`src/rtl/seg_counter_display.sv`:
```
// Parametrised hex/BCD up/down counter with a prescaled count tick and a
// multiplexed, active-low 7-segment driver with optional leading-zero blanking.
module seg_counter_display #(
  parameter int unsigned DIGITS   = 4,
  parameter int unsigned TICK_DIV = 250000,
  parameter int unsigned SCAN_DIV = 50000,
  parameter bit          LZB      = 1'b1
) (
  input  logic                  clk,
  input  logic                  rst,
  input  logic                  en,
  input  logic                  up_dn,
  input  logic                  mode_bcd,
  input  logic                  clr,
  output logic [4*DIGITS-1:0]   value,
  output logic                  wrap,
  output logic [DIGITS-1:0]     sel,
  output logic [6:0]            seg
);

  localparam int unsigned VW = 4 * DIGITS;
  localparam int unsigned PW = $clog2(TICK_DIV);
  localparam int unsigned SW = (SCAN_DIV > 1) ? $clog2(SCAN_DIV) : 1;
  localparam int unsigned IW = (DIGITS > 1) ? $clog2(DIGITS) : 1;

  localparam logic [PW-1:0] PRE_LAST  = PW'(TICK_DIV - 1);
  localparam logic [SW-1:0] SCAN_LAST = SW'(SCAN_DIV - 1);
  localparam logic [IW-1:0] IDX_LAST  = IW'(DIGITS - 1);

  logic [PW-1:0] presc;
  logic [SW-1:0] scan_cnt;
  logic [IW-1:0] idx;
  logic          mode_q;
  logic          tick;

  logic [VW-1:0]     hex_next;
  logic [VW-1:0]     bcd_next;
  logic              carry;
  logic [3:0]        dig;
  logic              at_max;
  logic              at_zero;
  logic              wrap_hit;
  logic [DIGITS-1:0] blank;
  logic              higher_zero;
  logic [3:0]        cur_digit;
  logic              cur_blank;
  logic [DIGITS-1:0] sel_next;

  assign tick = en && (presc == PRE_LAST);

  function automatic logic [6:0] dec7(input logic [3:0] d);
    logic [6:0] s;
    case (d)
      4'h0: s = 7'h40;
      4'h1: s = 7'h79;
      4'h2: s = 7'h24;
      4'h3: s = 7'h30;
      4'h4: s = 7'h19;
      4'h5: s = 7'h12;
      4'h6: s = 7'h02;
      4'h7: s = 7'h78;
      4'h8: s = 7'h00;
      4'h9: s = 7'h10;
      4'hA: s = 7'h08;
      4'hB: s = 7'h03;
      4'hC: s = 7'h46;
      4'hD: s = 7'h21;
      4'hE: s = 7'h06;
      default: s = 7'h0E;
    endcase
    return s;
  endfunction

  // Next-count candidates: whole-word hex step and per-digit BCD ripple.
  always_comb begin
    hex_next = up_dn ? (value + VW'(1)) : (value - VW'(1));
    bcd_next = value;
    carry    = 1'b1;
    dig      = 4'h0;
    at_max   = 1'b1;
    for (int unsigned i = 0; i < DIGITS; i++) begin
      dig = value[4*i +: 4];
      if (dig != (mode_q ? 4'h9 : 4'hF)) at_max = 1'b0;
      if (carry) begin
        if (up_dn) begin
          if (dig == 4'h9) begin
            bcd_next[4*i +: 4] = 4'h0;
            carry              = 1'b1;
          end else begin
            bcd_next[4*i +: 4] = dig + 4'h1;
            carry              = 1'b0;
          end
        end else begin
          if (dig == 4'h0) begin
            bcd_next[4*i +: 4] = 4'h9;
            carry              = 1'b1;
          end else begin
            bcd_next[4*i +: 4] = dig - 4'h1;
            carry              = 1'b0;
          end
        end
      end
    end
    at_zero  = (value == '0);
    wrap_hit = up_dn ? at_max : at_zero;
  end

  always_ff @(posedge clk) begin
    if (rst) begin
      presc  <= '0;
      value  <= '0;
      wrap   <= 1'b0;
      mode_q <= mode_bcd;
    end else begin
      wrap <= 1'b0;
      if (clr) begin
        value <= '0;
        presc <= '0;
      end else if (mode_bcd != mode_q) begin
        // Restart from zero so hex digits never leak into BCD counting.
        value  <= '0;
        presc  <= '0;
        mode_q <= mode_bcd;
      end else if (en) begin
        if (tick) begin
          presc <= '0;
          value <= mode_q ? bcd_next : hex_next;
          wrap  <= wrap_hit;
        end else begin
          presc <= presc + PW'(1);
        end
      end
    end
  end

  // A digit blanks when it and every digit above it are zero; digit 0 never does.
  always_comb begin
    higher_zero = 1'b1;
    blank       = '0;
    for (int unsigned k = 0; k < DIGITS; k++) begin
      higher_zero = higher_zero && (value[4*(DIGITS-1-k) +: 4] == 4'h0);
      blank[DIGITS-1-k] = LZB && (k != DIGITS - 1) && higher_zero;
    end
  end

  always_comb begin
    cur_digit = 4'h0;
    cur_blank = 1'b0;
    sel_next  = '1;
    for (int unsigned i = 0; i < DIGITS; i++) begin
      if (idx == IW'(i)) begin
        cur_digit   = value[4*i +: 4];
        cur_blank   = blank[i];
        sel_next[i] = 1'b0;
      end
    end
  end

  always_ff @(posedge clk) begin
    if (rst) begin
      scan_cnt <= '0;
      idx      <= '0;
      sel      <= '1;
      seg      <= 7'h7F;
    end else begin
      sel <= sel_next;
      seg <= cur_blank ? 7'h7F : dec7(cur_digit);
      if (scan_cnt == SCAN_LAST) begin
        scan_cnt <= '0;
        idx      <= (idx == IDX_LAST) ? '0 : idx + IW'(1);
      end else begin
        scan_cnt <= scan_cnt + SW'(1);
      end
    end
  end

endmodule

```
`config.mk`:
```
export PLATFORM = sky130hd
export DESIGN_NAME = seg_counter_display
export DESIGN_NICKNAME = d
export VERILOG_FILES = /design/src/rtl/seg_counter_display.sv
export SDC_FILE = /design/constraint.sdc
export NUM_CORES = 1
export LEC_CHECK = 0
export BUFFER_PORTS_ARGS = -buffer_cell sky130_fd_sc_hd__buf_2
export CELL_PAD_IN_SITES_DETAIL_PLACEMENT = 1
export CELL_PAD_IN_SITES_GLOBAL_PLACEMENT = 1
export CORE_ASPECT_RATIO = 2
export CORE_MARGIN = 2
export CORE_UTILIZATION = 49
export DETAILED_ROUTE_END_ITERATION = 6
export GPL_TIMING_DRIVEN = 1
export PLACE_DENSITY = 0.85
export SLEW_MARGIN = 10
export SYNTH_ARGS = -nofsm -noshare
export SYNTH_HDL_FRONTEND = slang
export SYNTH_SLANG_ARGS = --single-unit
```
`constraint.sdc`:
```
create_clock -name clk -period 6.7 [get_ports clk]
set_input_delay 0.335 -clock clk [delete_from_list [all_inputs] [get_ports clk]]
set_output_delay 0.335 -clock clk [all_outputs]
set_load 0.02 [all_outputs]
```
==> results.tsv <==
metric	value	unit
area leader, netlist	dfxtp_1	
top cell type's share of synthesized area	0.285	
Final Hold Viols	0	
ys async rst share	0	
Slew HR	0.565	
Tcrit/Tclk final	0.447	
Num Clock Sinks	65	
syn_area_per_cell	7.82	um^2
CP endpoint kind	flop	
Residual DRC	0	
port bufs	33	
Critical Path RT	6970	ps
Die Ht	139	um
Tmin final	2990	ps
Commonest cells post-synth	64 x dfxtp_1, 64 x nor2_1, 50 x nand2_1	
Critical Path Source Type	input pin	
Compound-Gate Fraction of Synth Area	0.221	
Synth Area in XOR/XNOR	0.0916	
Clock power frac	0.492	
ANT cells	0	
Final Slew Violations	0	
Synthesis Warnings	0	
DRT antenna net count	0	
DR pass1 iterations	4	
switching portion of total power	0.233	
global-route usage over all layers	0.271	
final setup fails	0	
final setup TNS	0	ps
largest family of logic cells by synthesized area	simple AND/OR/NAND/NOR gates	
r2r worst-path depth	9	
share of post-route cells with drive strength above 1	0.119	
post-route cell area	0.00492	mm^2
# hold bufs at CTS	0	
fill count	1135	
IR drop worst, VDD	0.000190	V
first-pass GRT wire length	21400	um
Vias	4283	
synthesized flop and latch total	65	
Psw	0.210	mW
initial antenna violation count	0	
Synth Area in Adders	0.0768	
Num CTS Buffers	9	
slowest stage delay, CP	460	ps
vias in the first global route	4574	
Starting Density	0.502	
grt total ovfl	0	
portion of netlist area occupied by mux cells	0.00668	
PD cells	183	mW/mm^2
Hold Path Class	input pin to flop	
Net Count, Synth	608	
Root Buffer	clkbuf_16	
Worst path slowest cell	ha_1	
Worst Max-Slew Pin Slew	651	ps
Core ar.	0.00895	mm^2
placed inst area	0.00464	mm^2
Internal	0.691	mW
CTS H-tree lvls	3	
vias per std cell	6.19	
largest net degree at the start of global routing	28	
crit-path max FO	27	
die area	0.0100	mm^2
Synth Area in Simple Gates	0.256	
RSZ-0062 raised after global routing	false	
final-stage net count	620	
CTS tree	yes	
outcome	finished, final reports clean	
P&R area growth vs syn	9.49	%
WHS Path Cells	1	
Clock Skew	4.42	ps
Clk Latency, worst-skew pair	330	ps
Synth Instances	575	
# placed instances	678	
most area-consuming cells after synthesis	dfxtp_1 29%, ha_1 7.2%, nor2_1 5.3%	
Post-Syn Area	0.00449	mm^2
Fmax achieved	334	MHz
slack of the worst reg-to-reg path	3760	ps
Iteration-0 DRC Markers	153	
final wirelength	13200	um
RR Startpoint	value[1]	
num ports	34	
Post-synth EDFFs	1	
Setup CP Type	input pin to flop	
end of the worst register-to-register path	value[12]	
worst path cell trace	buf_2, inv_1, ha_1, nor2b_1, o21bai_1, a31oi_1, nand4_1, a311oi_1, a41oi_1, a21oi_1	
placement row count	49	
overall die width	71.7	um
Routed wire per std cell	19.0	um
CTS max path bufs	2	
Seq/Total Area, Yosys	0.292	
DPL Wire Length	9990	um
ys flop type	dfxtp_1	
Leakage Power	1.92	nW
Data arrival, critical path	3260	ps
combinational fraction of design power	0.070	
Netlist cell types	68	
critical path endpoint	value[12]	
Worst-path clk slew	50	ps
final core utilization	0.550	
Final Non-Filler Cells	692	
Max Cap Viol	0	
sequential share of power	0.438	
GPL Wtd Cong	0.826	
post-CTS resize count	0	
Setup Buffers After CTS	0	
Worst Setup SP	up_dn	
[worst min path at each step]
stage | startpoint | endpoint | slack [ps]
after global routing | mode_bcd | mode_q | 210
after global placement | scan_cnt[0] | scan_cnt[0] | 440
after floorplan | scan_cnt[0] | scan_cnt[0] | 430
after detailed placement | scan_cnt[0] | scan_cnt[0] | 470
final | mode_bcd | mode_q | 210
after CTS | mode_bcd | mode_q | 210
[sequential cells by signal (all words and copies together), names as in the netlist]
register	flops
idx	2
mode_q	1
presc	18
scan_cnt	16
seg	7
sel	4
value	16
wrap	1
[per-layer routing]
layer | global-route usage | share of wire | routed length [um]
met4 | 0.141 | 0.043 | 565
met5 | 0 | 0 | 0
met3 | 0.0420 | 0.020 | 270
met1 | 0.254 | 0.36 | 4750
met2 | 0.532 | 0.58 | 7600
[per-stage QoR]
step	hold WS, ps	setup slack, ps	power [mW]
after floorplan	430	3840	0.448
after global placement	443	3600	0.462
after detailed placement	474	3470	0.465
after CTS	206	3810	0.908
after global routing	215	3580	0.926
final	211	3710	0.901
[layout by cell type (no fill, tap or decap), types with 4 or more instances in the layout]
cell / count
or3_1: 5
nand4_1: 13
nor2b_1: 5
inv_1: 24
xor2_1: 23
a31oi_1: 8
nor4_1: 6
a21oi_1: 42
xnor2_1: 24
nand2_1: 50
clkbuf_16: 10
o211ai_1: 7
nand3_1: 24
nor4b_1: 4
a221o_1: 4
o21ai_0: 33
nor3_1: 13
o211a_1: 4
a211oi_1: 5
a21oi_2: 4
and3_1: 11
or2_2: 4
nand2b_1: 11
nor2_1: 64
ha_1: 26
o21a_1: 4
dfxtp_1: 64
and2_1: 4
buf_2: 33
[area by class of cell]
cell class	instances	area [um^2]	share of cell area
timing repair buffer	35	180	0.0366
inverter	24	90.1	0.0183
clock buffer	12	268	0.0544
sequential	65	1310	0.266
clock inverter	2	12.5	0.00254
tap	102	128	0.0259
multi-input combinational	452	2930	0.596
[critical path, delay by kind of cell]
family / cells / cell delay, ps
AOI/OAI and AO/OA: 5 / 1160
adders and majority gates: 1 / 460
buffers and inverters: 2 / 840
and+or+nand+nor: 2 / 440
[cell families after synthesis]
family / count (synthesis)
AND/OR/NAND/NOR: 228
AO/OA/AOI/OAI: 147
flip-flops: 65
buffers and inverters: 58
XOR/XNOR: 47
adder cells (fa/ha/maj): 27
multiplexers: 3
[power groups by stage]
| stage | Combinational, mW | Clock [mW] | Sequential [mW] |
|---|---|---|---|
| 2_1_floorplan | 0.0415 | 0 | 0.406 |
| 3_3_place_gp | 0.0598 | 0 | 0.403 |
| 3_5_place_dp | 0.0625 | 0 | 0.403 |
| 4_1_cts | 0.0629 | 0.450 | 0.395 |
| 5_1_grt | 0.0691 | 0.462 | 0.395 |
| 6_report | 0.0630 | 0.443 | 0.395 |
Note: power is estimated with default switching activity, not from simulation.
